**src/rtl/instruction_fetch_queue.sv**
```systemverilog
// ============================================================================
//  Module      : instruction_fetch_queue
//  Description : Fetch stage ahead of IF/ID. Owns the fetch PC, issues one
//                outstanding word request to a handshaked instruction memory
//                and buffers returned instructions in an in-order queue that
//                feeds decode. Honours decode stall and flushes on redirect.
//  Options     : define FETCH_PERF_CNT_EN to add perf_stall_cycles and
//                perf_discards counter outputs.
//  Revision    : 1.0 - initial release
// ============================================================================
`default_nettype none

module instruction_fetch_queue #(
  parameter int          DEPTH    = 4,
  parameter logic [63:0] RESET_PC = 64'h0
) (
  input  logic        clk,
  input  logic        reset,
  input  logic        stall,
  input  logic        redirect,
  input  logic [63:0] redirect_pc,
  output logic        imem_req,
  output logic [63:0] imem_addr,
  input  logic        imem_ack,
  input  logic        imem_rvalid,
  input  logic [31:0] imem_rdata,
  output logic        if_valid,
  output logic [31:0] if_inst,
  output logic [63:0] if_pc
`ifdef FETCH_PERF_CNT_EN
  ,
  output logic [31:0] perf_stall_cycles,
  output logic [31:0] perf_discards
`endif
);

  localparam int          AW  = $clog2(DEPTH);
  localparam int          CW  = AW + 1;
  localparam logic [31:0] NOP = 32'h00000013;

  typedef enum logic [1:0] {
    ST_IDLE    = 2'd0,
    ST_WAIT    = 2'd1,
    ST_DISCARD = 2'd2
  } state_t;

  state_t         state_q, state_d;
  logic [63:0]    fetch_pc_q, fetch_pc_d;
  logic [63:0]    req_pc_q, req_pc_d;
  logic [CW-1:0]  count_q, count_d;
  logic [AW-1:0]  wr_ptr_q, wr_ptr_d;
  logic [AW-1:0]  rd_ptr_q, rd_ptr_d;
  logic [63:0]    pc_mem_q   [DEPTH];
  logic [31:0]    inst_mem_q [DEPTH];

  logic           not_full;
  logic           req_fire;
  logic           push;
  logic           pop;

  // Handshake qualifiers; a request only issues when a slot is free for its response
  always_comb begin
    not_full = (count_q < CW'(DEPTH));
    imem_req = (state_q == ST_IDLE) && !reset && !redirect && not_full;
    req_fire = imem_req && imem_ack;
    push     = (state_q == ST_WAIT) && imem_rvalid && !redirect;
    pop      = if_valid && !stall && !redirect;
  end

  // Head of queue and request address come straight from registers
  always_comb begin
    imem_addr = fetch_pc_q;
    if_valid  = (count_q != '0);
    if_inst   = if_valid ? inst_mem_q[rd_ptr_q] : NOP;
    if_pc     = if_valid ? pc_mem_q[rd_ptr_q]   : 64'h0;
  end

  // Next-state: redirect flushes everything and overrides the normal flow
  always_comb begin
    state_d    = state_q;
    fetch_pc_d = fetch_pc_q;
    req_pc_d   = req_pc_q;
    count_d    = count_q;
    wr_ptr_d   = wr_ptr_q;
    rd_ptr_d   = rd_ptr_q;
    if (redirect) begin
      count_d    = '0;
      wr_ptr_d   = '0;
      rd_ptr_d   = '0;
      fetch_pc_d = redirect_pc & ~64'h3;
      // An in-flight request that has not returned must be thrown away later
      if (state_q == ST_WAIT) begin
        state_d = imem_rvalid ? ST_IDLE : ST_DISCARD;
      end
    end else begin
      unique case (state_q)
        ST_IDLE: begin
          if (req_fire) begin
            req_pc_d   = fetch_pc_q;
            fetch_pc_d = fetch_pc_q + 64'd4;
            state_d    = ST_WAIT;
          end
        end
        ST_WAIT:    if (imem_rvalid) state_d = ST_IDLE;
        ST_DISCARD: if (imem_rvalid) state_d = ST_IDLE;
        default:    state_d = ST_IDLE;
      endcase
      if (push) wr_ptr_d = wr_ptr_q + AW'(1);
      if (pop)  rd_ptr_d = rd_ptr_q + AW'(1);
      unique case ({push, pop})
        2'b10:   count_d = count_q + CW'(1);
        2'b01:   count_d = count_q - CW'(1);
        default: count_d = count_q;
      endcase
    end
  end

  // State, PC and queue bookkeeping registers
  always_ff @(posedge clk) begin
    if (reset) begin
      state_q    <= ST_IDLE;
      fetch_pc_q <= RESET_PC;
      req_pc_q   <= 64'h0;
      count_q    <= '0;
      wr_ptr_q   <= '0;
      rd_ptr_q   <= '0;
    end else begin
      state_q    <= state_d;
      fetch_pc_q <= fetch_pc_d;
      req_pc_q   <= req_pc_d;
      count_q    <= count_d;
      wr_ptr_q   <= wr_ptr_d;
      rd_ptr_q   <= rd_ptr_d;
    end
  end

  // Queue storage; contents are only meaningful below count, so no reset
  always_ff @(posedge clk) begin
    if (push && !reset) begin
      pc_mem_q[wr_ptr_q]   <= req_pc_q;
      inst_mem_q[wr_ptr_q] <= imem_rdata;
    end
  end

`ifdef FETCH_PERF_CNT_EN
  logic [31:0] perf_stall_q, perf_stall_d;
  logic [31:0] perf_disc_q, perf_disc_d;
  logic        discard_evt;

  // Saturating event counters for head-blocked cycles and dropped responses
  always_comb begin
    discard_evt  = imem_rvalid &&
                   (((state_q == ST_WAIT) && redirect) || (state_q == ST_DISCARD));
    perf_stall_d = perf_stall_q;
    perf_disc_d  = perf_disc_q;
    if (if_valid && stall && (perf_stall_q != 32'hFFFFFFFF))
      perf_stall_d = perf_stall_q + 32'd1;
    if (discard_evt && (perf_disc_q != 32'hFFFFFFFF))
      perf_disc_d = perf_disc_q + 32'd1;
    perf_stall_cycles = perf_stall_q;
    perf_discards     = perf_disc_q;
  end

  // Counter registers
  always_ff @(posedge clk) begin
    if (reset) begin
      perf_stall_q <= 32'h0;
      perf_disc_q  <= 32'h0;
    end else begin
      perf_stall_q <= perf_stall_d;
      perf_disc_q  <= perf_disc_d;
    end
  end
`endif

endmodule

`default_nettype wire
```
**config.mk**
```make
export PLATFORM = sky130hd
export DESIGN_NAME = instruction_fetch_queue
export DESIGN_NICKNAME = d
export VERILOG_FILES = /design/src/rtl/instruction_fetch_queue.sv
export SDC_FILE = /design/constraint.sdc
export NUM_CORES = 1
export LEC_CHECK = 0
export CORE_UTILIZATION = 30
export CTS_CLUSTER_SIZE = 8
export DETAILED_ROUTE_END_ITERATION = 16
export GPL_TIMING_DRIVEN = 0
export PLACE_DENSITY = 0.6
export SLEW_MARGIN = 5
export SYNTH_ARGS = -nofsm -noshare
export SYNTH_HDL_FRONTEND = slang
export SYNTH_SLANG_ARGS = --single-unit
```
**constraint.sdc**
```tcl
create_clock -name clk -period 4.6 [get_ports clk]
set_input_delay 0.46 -clock clk [delete_from_list [all_inputs] [get_ports clk]]
set_output_delay 0.46 -clock clk [all_outputs]
set_load 0.01 [all_outputs]
```
==> impl_metrics.py, run 1 <==
metrics = {
    "outcome": {
        "status": "finished, final reports clean",
    },
    "clocking": {
        "cts_root_buf": "clkbuf_16",
        "htreeDepth": 3,
        "clk_path_buf_depth": 3,
        "cts_buffers": 74,
        "ctsHoldBuffers": 0,
        "clk_latency_ps": 600,
        "clock_sinks": 511,
        "cts_tree": "done",
        "path_clk_slew_ps": 50,
    },
    "logic_synthesis": {
        "syn_inst": 1453,
        "yosysTopAreaCell": "edfxtp_1",
        "synthDistinctLibCells": 66,
        "post_synth.cell_area_avg_um2": 14.3,
        "syn_area_mm2": 0.0207,
        "synthTopCellsByCount": "376 x edfxtp_1, 182 x nand2_1, 135 x dfxtp_1, 94 x and2_1, 94 x mux4_2",
        "synth_top_area_share": 0.545,
        "synth_area_leaders": "edfxtp_1 54%, dfxtp_1 13%, mux4_2 10%",
        "yosysMostFrequentCell": "edfxtp_1",
        "ys_seq_elements": 511,
        "yosys_warnings": 0,
        "synth_edf_count": 376,
        "async_reset_ff_frac": 0,
        "synth_ff_type": "edfxtp_1",
        "ys_seq_area_frac": 0.675,
    },
    "cells_and_area": {
        "areaGrowthSynthToFinish_pct": 29.2,
        "design_area_mm2": 0.0268,
        "drive_gt1_frac": 0.119,
        "fin_nets": 1907,
        "final_util": 0.395,
    },
    "critical_path": {
        "reg2reg_setup_slack_ps": 1500,
        "worstSetupPathType": "register to output port",
        "critPathLaunchType": "register",
        "end_kind": "output port",
        "r2r-start": "imem_addr[7]$_SDFFE_PP0P_",
        "worstRegToRegCells": 7,
        "cp_data_arrival_time_ps": 3880,
        "crit_fanout": 10,
        "worst_r2r_endpoint": "imem_addr[50]$_SDFFE_PP0P_",
        "crit_required_ps": 4140,
    },
    "min_path": {
        "hold_end": "imem_addr[30]$_SDFFE_PP0P_",
        "worstHoldStart": "redirect_pc[30]",
        "holdPathStages": 3,
        "hold_class": "input pin to register",
    },
    "drt": {
        "wire_per_inst_um": 22.9,
        "vias": 14100,
        "drc": 0,
        "ant_nets": 0,
        "drt-initial-drc-count": 1329,
        "firstDrtPassIters": 8,
        "routed_via_density": 5.16,
        "routed_wl_um": 62400,
    },
    "sta": {
        "setup_viol": 0,
        "fin_crit_ps": 4340,
        "rsz0062_at_grt": "no",
        "worst_pin_slew_ps": 1090,
        "maxSlewViolCount": 0,
        "fin_worst_skew_ps": 24.0,
        "max_freq_mhz": 231,
        "slew_headroom": 0.275,
        "hold_viol": 0,
        "post-route-period-util": 0.943,
        "hold_ws_ps": 436,
        "tns_ps": 0,
    },
    "die": {
        "die_width_um": 265,
        "coreArea_mm2": 0.0678,
        "io_pins": 264,
        "initial_utilization": 0.306,
        "rows": 95,
        "die_h_um": 265,
        "die-area_mm2": 0.0701,
    },
    "power": {
        "ir_drop_mv": 0.233,
        "leakagePower_nw": 8.56,
        "pwr-share-seq": 0.482,
        "combPwrFrac": 0.041,
        "power.density_mw_per_mm2": 393,
        "p_sw_frac": 0.221,
        "clock_power_share": 0.477,
        "intPower_w": 0.00819,
        "p_switching_w": 0.00232,
        "finalPower_w": 0.0105,
    },
    "global_route": {
        "grt_pass1_vias": 14100,
        "grt_max_degree": 52,
        "overflow": 0,
        "antenna_found_initial": 2,
        "grt_pass1_wl_um": 91600,
        "grtUsageTotal": 0.176,
    },
    "job": {
        "drv_cap": 0,
    },
    "placed_design": {
        "postPlaceCellArea_mm2": 0.0246,
        "port_buffers": 256,
        "gp_congestion": 0.893,
        "dp_hpwl_um": 43900,
    },
}
[cell families after synthesis]
group / count (synthesis) / share of synthesized area
DFF: 511 / 0.675
AOI/OAI and AO/OA: 199 / 0.0609
xor gates and xnor gates: 10 / 0.00423
and+or+nand+nor: 503 / 0.125
buffers and inverters: 118 / 0.0225
adders and majority gates: 9 / 0.00580
other: 1 / 0.000181
muxes: 102 / 0.106
[metrics by stage]
stage	cells	setup WS (ps)
CTS	2722	27.2
global route	2723	9.36
detailed placement	2593	695
finish	2723	263
floorplan	1456	1010
global placement	2585	-1730
[critical path: stages, from the launching register on]
cell and delay, ps:
dfxtp_1 300, clkbuf_1 380, clkdlybuf4s15_1 800, buf_2 480, mux4_2 540, and2_1 260
clkdlybuf4s50_1 510
[metal layers]
| metal | global-route usage | vias to the layer above | part of all wire |
|---|---|---|---|
| met5 | 0 | - | 0 |
| met3 | 0.0393 | 108 | 0.079 |
| met2 | 0.278 | 640 | 0.46 |
| met4 | 0.0603 | 0 | 0.024 |
| met1 | 0.240 | 7041 | 0.43 |
| li1 | - | 6262 | - |
[layout by cell type (no fill, tap or decap), drive strengths merged, types with 5 or more instances in the layout]
master         netlist  final
inv                 25     29
a22oi                5      5
mux4                94     94
clkinv               1      5
mux2i                5      5
nand2              182    182
buf                 26     33
nand3               39     39
or3                 22     22
or4                 15     15
ha                   8      8
edfxtp             376    376
xnor2                5      5
o21ai               21     21
o211ai              12     12
nor4                14     14
a21oi               84     84
xor2                 5      5
and3                 5      5
clkbuf              66    187
a311oi              14     14
nand4               32     32
clkdlybuf4s50        0    256
and2                94     94
o31ai                8      8
dfxtp              135    135
nor2                63     63
and4                 5      5
a31oi               24     24
o311ai               7      7
nor3                12     12
or2                  8      8
[flip-flops by register name (all words and copies together) (netlist names), named ones only]
register / count
pc_mem_q: 248
state_q: 2
imem_addr: 62
rd_ptr_q: 2
inst_mem_q: 128
count_q: 3
req_pc_q: 62
wr_ptr_q: 2
[power groups by stage]
| stage | Sequential [W] | Combinational (W) | Clock [W] |
|---|---|---|---|
| after floorplan | 0.00512 | 0.000151 | 0 |
| after detailed placement | 0.00515 | 0.000426 | 0 |
| final | 0.00507 | 0.000432 | 0.00501 |
| after global placement | 0.00515 | 0.000419 | 0 |
| after CTS | 0.00506 | 0.000429 | 0.00512 |
| after global routing | 0.00507 | 0.000460 | 0.00531 |
[cell type report]
type                    instances  area, µm²
fillers                      6345      41000
flip-flops and latches        511      14000
multi-input cells             827       6290
repair buffers                264       2750
clock buffers                 121       2030
well taps                     873       1090
plain buffers                  92        377
clock inverters                 8        129
inverters                      26       97.6
diodes                          1       2.50
[how the worst max path moves through the flow]
stage                     slack [ps]                         end
after floorplan                 1010  inst_mem_q[0][0]$_DFFE_PP_
after global routing               9                   if_pc[52]
final                            260                   if_pc[47]
after detailed placement         700                   if_pc[52]
after CTS                         30                   if_pc[52]
after global placement         -1730  inst_mem_q[0][3]$_DFFE_PP_
[what timing repair did]
item	CTS	global route
setup endpoints to repair	0	2
buffers inserted	0	0
gates resized for setup	0	1
Note: power is estimated with default switching activity, not from simulation.
==> run 2, diff against run 1 <==
--- a/config.mk
+++ b/config.mk
@@ -5,6 +5,7 @@
 export SDC_FILE = /design/constraint.sdc
 export NUM_CORES = 1
 export LEC_CHECK = 0
+export CORE_MARGIN = 2
 export CORE_UTILIZATION = 30
 export CTS_CLUSTER_SIZE = 8
 export DETAILED_ROUTE_END_ITERATION = 16
==> impl_metrics.py, run 2 (synthesis gave the netlist of run 1 again) <==
metrics = {
    "drt": {
        "wire_per_inst_um": 23.4,
        "drc": 0,
        "vias": 14000,
        "drt-initial-drc-count": 1359,
        "routed_via_density": 5.16,
        "ant_nets": 0,
        "firstDrtPassIters": 7,
        "routed_wl_um": 63700,
    },
    "die": {
        "rows": 96,
        "coreArea_mm2": 0.0685,
        "die-area_mm2": 0.0712,
        "io_pins": 264,
        "die_h_um": 267,
        "initial_utilization": 0.303,
        "die_width_um": 267,
    },
    "power": {
        "finalPower_w": 0.0104,
        "leakagePower_nw": 8.52,
        "ir_drop_mv": 0.217,
        "power.density_mw_per_mm2": 391,
    },
    "cells_and_area": {
        "design_area_mm2": 0.0267,
        "layout_common_cells": "376 x edfxtp_1, 256 x clkdlybuf4s50_1, 182 x nand2_1, 135 x dfxtp_1, 105 x clkbuf_1",
        "largestRegisters": "pc_mem_q (248), inst_mem_q (128)",
        "top_register": "pc_mem_q",
        "multi_input_area_mm2": 0.00629,
        "largest_register_ff_count": 248,
        "final_common_cell": "edfxtp_1",
        "regArea_mm2": 0.0140,
        "final_util": 0.390,
        "fin_nets": 1906,
        "drive_gt1_frac": 0.119,
        "areaGrowthSynthToFinish_pct": 28.8,
        "fill_cells": 6432,
    },
    "clocking": {
        "clk_latency_ps": 600,
        "clk_path_buf_depth": 3,
        "clock_sinks": 511,
        "cts_tree": "done",
        "cts_buffers": 74,
        "cts_root_buf": "clkbuf_16",
        "path_clk_slew_ps": 50,
        "htreeDepth": 3,
        "post_cts_buffers": 0,
    },
    "sta": {
        "slew_headroom": 0.185,
        "post-route-period-util": 0.926,
        "fin_crit_ps": 4260,
        "worst_pin_slew_ps": 1210,
        "hold_viol": 0,
        "maxSlewViolCount": 0,
        "fin_ws_ps": 342,
        "max_freq_mhz": 235,
        "setup_viol": 0,
        "fin_worst_skew_ps": 20.5,
        "rsz0062_at_grt": "no",
    },
    "critical_path": {
        "critPathLaunchType": "register",
        "worst_r2r_endpoint": "imem_addr[30]$_SDFFE_PP0P_",
        "endpoint": "if_pc[48]",
        "reg2reg_setup_slack_ps": 1420,
        "worstRegToRegCells": 6,
        "worstSetupPathType": "register to output port",
        "startpoint": "count_q[0]$_SDFFE_PP0P_",
        "end_kind": "output port",
        "crit_required_ps": 4140,
        "cp_data_arrival_time_ps": 3800,
        "crit_fanout": 10,
        "r2r-start": "imem_addr[18]$_SDFFE_PP0P_",
    },
    "placed_design": {
        "gp_congestion": 0.928,
        "port_buffers": 256,
        "dp_hpwl_um": 44000,
        "postPlaceCellArea_mm2": 0.0246,
        "dp_slack_ps": 611,
    },
    "min_path": {
        "hold_class": "input pin to register",
    },
    "global_route": {
        "grt_pass1_vias": 14300,
        "overflow": 0,
        "grtUsageTotal": 0.179,
        "antenna_found_initial": 2,
        "grt_pass1_wl_um": 93500,
        "grt_max_degree": 49,
    },
    "job": {
        "drv_cap": 0,
    },
    "outcome": {
        "status": "finished, final reports clean",
    },
}
[run 2: area by class of cell]
cell class	instances	area share
Buffer	92	0.0142
Clock inverter	7	0.00300
Antenna cell	2	0.000187
Sequential cell	511	0.524
Inverter	26	0.00366
Clock buffer	114	0.0750
Tap cell	882	0.0413
Multi-Input combinational cell	827	0.236
Timing Repair Buffer	263	0.103
[run 2: metal layers]
| layer | share of wire | GRT usage | up-vias | wire (µm) |
|---|---|---|---|---|
| met5 | 0 | 0 | - | 0 |
| met4 | 0.027 | 0.0647 | 0 | 1750 |
| met3 | 0.085 | 0.0418 | 109 | 5430 |
| met2 | 0.46 | 0.284 | 681 | 29400 |
| met1 | 0.43 | 0.240 | 6991 | 27100 |
| li1 | - | - | 6265 | - |
[run 2: what timing repair did]
item | CTS | global route
resized for setup | 2 | 0
hold buffers | 0 | 0
endpoints found under the setup margin | 18 | 0
endpoints found under the hold margin | 0 | 0
[run 2: how the worst min path moves through the flow]
stage | to | cells after the start | from | slack, ps
global route | imem_addr[50]$_SDFFE_PP0P_ | 3 | redirect_pc[50] | 440
global placement | state_q[1]$_SDFFE_PP0P_ | 2 | state_q[1]$_SDFFE_PP0P_ | 470
floorplan | state_q[1]$_SDFFE_PP0P_ | 2 | state_q[1]$_SDFFE_PP0P_ | 450
CTS | imem_addr[37]$_SDFFE_PP0P_ | 3 | redirect_pc[37] | 400
detailed placement | req_pc_q[19]$_SDFFE_PP0P_ | 2 | req_pc_q[19]$_SDFFE_PP0P_ | 490
finish | imem_addr[31]$_SDFFE_PP0P_ | 3 | redirect_pc[31] | 440
[run 2: critical path, stage by stage, from the launching register on]
cell and delay [ps]:
dfxtp_1 330, nor3_1 970, inv_1 150, clkbuf_2 490
clkbuf_1 430, and2_1 300, clkdlybuf4s50_1 530
[run 2: metrics by stage]
stage / cells / hold WS [ps] / setup TNS (ps)
3_5_place_dp: 2601 / 489 / 0
3_3_place_gp: 2594 / 468 / -668950
6_report: 2724 / 437 / 0
5_1_grt: 2723 / 435 / 0
4_1_cts: 2722 / 405 / 0
2_1_floorplan: 1456 / 454 / 0
[run 2: report_power, final]
group          total [W]  internal (W)  switching, W
logic           0.000436      0.000198      0.000237
registers        0.00507       0.00497      0.000103
clock network    0.00492       0.00297       0.00195
total             0.0104       0.00814       0.00229
==> run 3, diff against run 2 <==
--- a/config.mk
+++ b/config.mk
@@ -10,7 +10,8 @@
 export CTS_CLUSTER_SIZE = 8
 export DETAILED_ROUTE_END_ITERATION = 16
 export GPL_TIMING_DRIVEN = 0
-export PLACE_DENSITY = 0.6
+export HOLD_SLACK_MARGIN = 0.15
+export PLACE_DENSITY = 0.47
 export SLEW_MARGIN = 5
 export SYNTH_ARGS = -nofsm -noshare
 export SYNTH_HDL_FRONTEND = slang
==> impl_metrics.py, run 3 (synthesis gave the netlist of run 1 again) <==
metrics = {
    "drt": {
        "firstDrtPassIters": 6,
        "routed_wl_um": 64200,
        "vias": 13900,
        "wire_per_inst_um": 23.6,
        "ant_nets": 0,
        "routed_via_density": 5.11,
        "drt-initial-drc-count": 1112,
        "drc": 0,
    },
    "clocking": {
        "cts_root_buf": "clkbuf_16",
        "cts_tree": "done",
        "clk_latency_ps": 620,
        "clock_sinks": 511,
        "path_clk_slew_ps": 60,
        "htreeDepth": 3,
        "ctsHoldBuffers": 0,
        "cts_buffers": 74,
        "clk_path_buf_depth": 3,
    },
    "critical_path": {
        "cp_data_arrival_time_ps": 3640,
        "end_kind": "output port",
        "crit_required_ps": 4140,
        "worstSetupPathType": "register to output port",
        "critPathLaunchType": "register",
        "crit_fanout": 10,
    },
    "placed_design": {
        "port_buffers": 256,
        "dp_hpwl_um": 44500,
        "dp_slack_ps": 685,
        "gp_congestion": 0.912,
    },
    "global_route": {
        "grtUsageTotal": 0.179,
        "grt_pass1_vias": 14000,
        "grt_max_degree": 38,
        "grt_pass1_wl_um": 92700,
        "antenna_found_initial": 0,
        "overflow": 0,
    },
    "sta": {
        "post-route-period-util": 0.890,
        "rsz0062_at_grt": "no",
        "worst_pin_slew_ps": 1220,
        "fin_crit_ps": 4100,
        "maxSlewViolCount": 0,
        "max_freq_mhz": 244,
        "fin_ws_ps": 505,
        "slew_headroom": 0.185,
        "fin_worst_skew_ps": 36.3,
        "hold_viol": 0,
        "setup_viol": 0,
        "hold_ws_ps": 440,
    },
    "die": {
        "die-area_mm2": 0.0712,
        "die_h_um": 267,
        "rows": 96,
        "initial_utilization": 0.303,
        "die_width_um": 267,
        "io_pins": 264,
        "coreArea_mm2": 0.0685,
    },
    "job": {
        "drv_cap": 0,
    },
    "cells_and_area": {
        "fin_nets": 1907,
        "drive_gt1_frac": 0.120,
        "diodes": 0,
        "largestRegisters": "pc_mem_q (248), inst_mem_q (128)",
        "fill_cells": 6534,
        "layout_common_cells": "376 x edfxtp_1, 256 x clkdlybuf4s50_1, 182 x nand2_1, 135 x dfxtp_1, 103 x clkbuf_1",
        "areaGrowthSynthToFinish_pct": 29.0,
        "final_util": 0.391,
        "final_common_cell": "edfxtp_1",
        "largest_register_ff_count": 248,
        "top_register": "pc_mem_q",
    },
    "power": {
        "power.density_mw_per_mm2": 393,
        "finalPower_w": 0.0105,
        "leakagePower_nw": 8.55,
        "ir_drop_mv": 0.223,
    },
    "min_path": {
        "hold_class": "input pin to register",
    },
    "outcome": {
        "status": "finished, final reports clean",
    },
}
## run 3: power by group
group,switching (W),internal (W),leakage [nW]
clock network,0.00200,0.00299,1.02
registers,0.0000967,0.00497,4.73
logic,0.000235,0.000198,2.81
total,0.00234,0.00816,8.55
## run 3: timing repair
item	4_1_cts	5_1_grt
resized for setup	0	2
endpoints found under the setup margin	0	24
setup buffers	0	0
## run 3: path summary, 6_finish.rpt
check	start	end	slack (ps)	cells after the start
worst max-delay path	count_q[2]$_SDFFE_PP0P_	if_pc[52]	500	6
worst min-delay path	redirect_pc[44]	imem_addr[44]$_SDFFE_PP0P_	440	3
worst max register to register	imem_addr[19]$_SDFFE_PP0P_	imem_addr[30]$_SDFFE_PP0P_	1390	6
worst min register to register	state_q[1]$_SDFFE_PP0P_	state_q[1]$_SDFFE_PP0P_	490	2
## run 3: final cells by class
| class | count | area, µm² | share of cell area |
|---|---|---|---|
| Inverter | 26 | 97.6 | 0.00365 |
| Buffer | 92 | 370 | 0.0139 |
| Multi-Input combinational cell | 827 | 6290 | 0.235 |
| Clock inverter | 9 | 128 | 0.00477 |
| Clock buffer | 111 | 1990 | 0.0745 |
| Sequential cell | 511 | 14000 | 0.523 |
| Timing Repair Buffer | 264 | 2760 | 0.103 |
| Tap cell | 882 | 1100 | 0.0413 |
## run 3: worst max-delay path, stage by stage, from the launching register on
cell,delay (ps)
dfxtp_1,370
nor3_1,750
inv_1,150
clkbuf_1,490
clkbuf_1,420
and2_1,240
clkdlybuf4s50_1,590
## run 3: metrics by stage
step                instance area [µm²]  setup TNS, ps  cells
floorplan                         20700              0   1456
detailed placement                24600              0   2602
CTS                               26700              0   2722
finish                            26700              0   2722
global route                      26700              0   2722
global placement                  24400        -793950   2594
## run 3: per-layer routing
layer	part of all wire	wire [µm]	global-route usage	up-vias
li1	-	-	-	6269
met4	0.026	1670	0.0629	0
met2	0.46	29800	0.284	595
met5	0	0	0	-
met3	0.077	4950	0.0429	114
met1	0.43	27800	0.239	6943
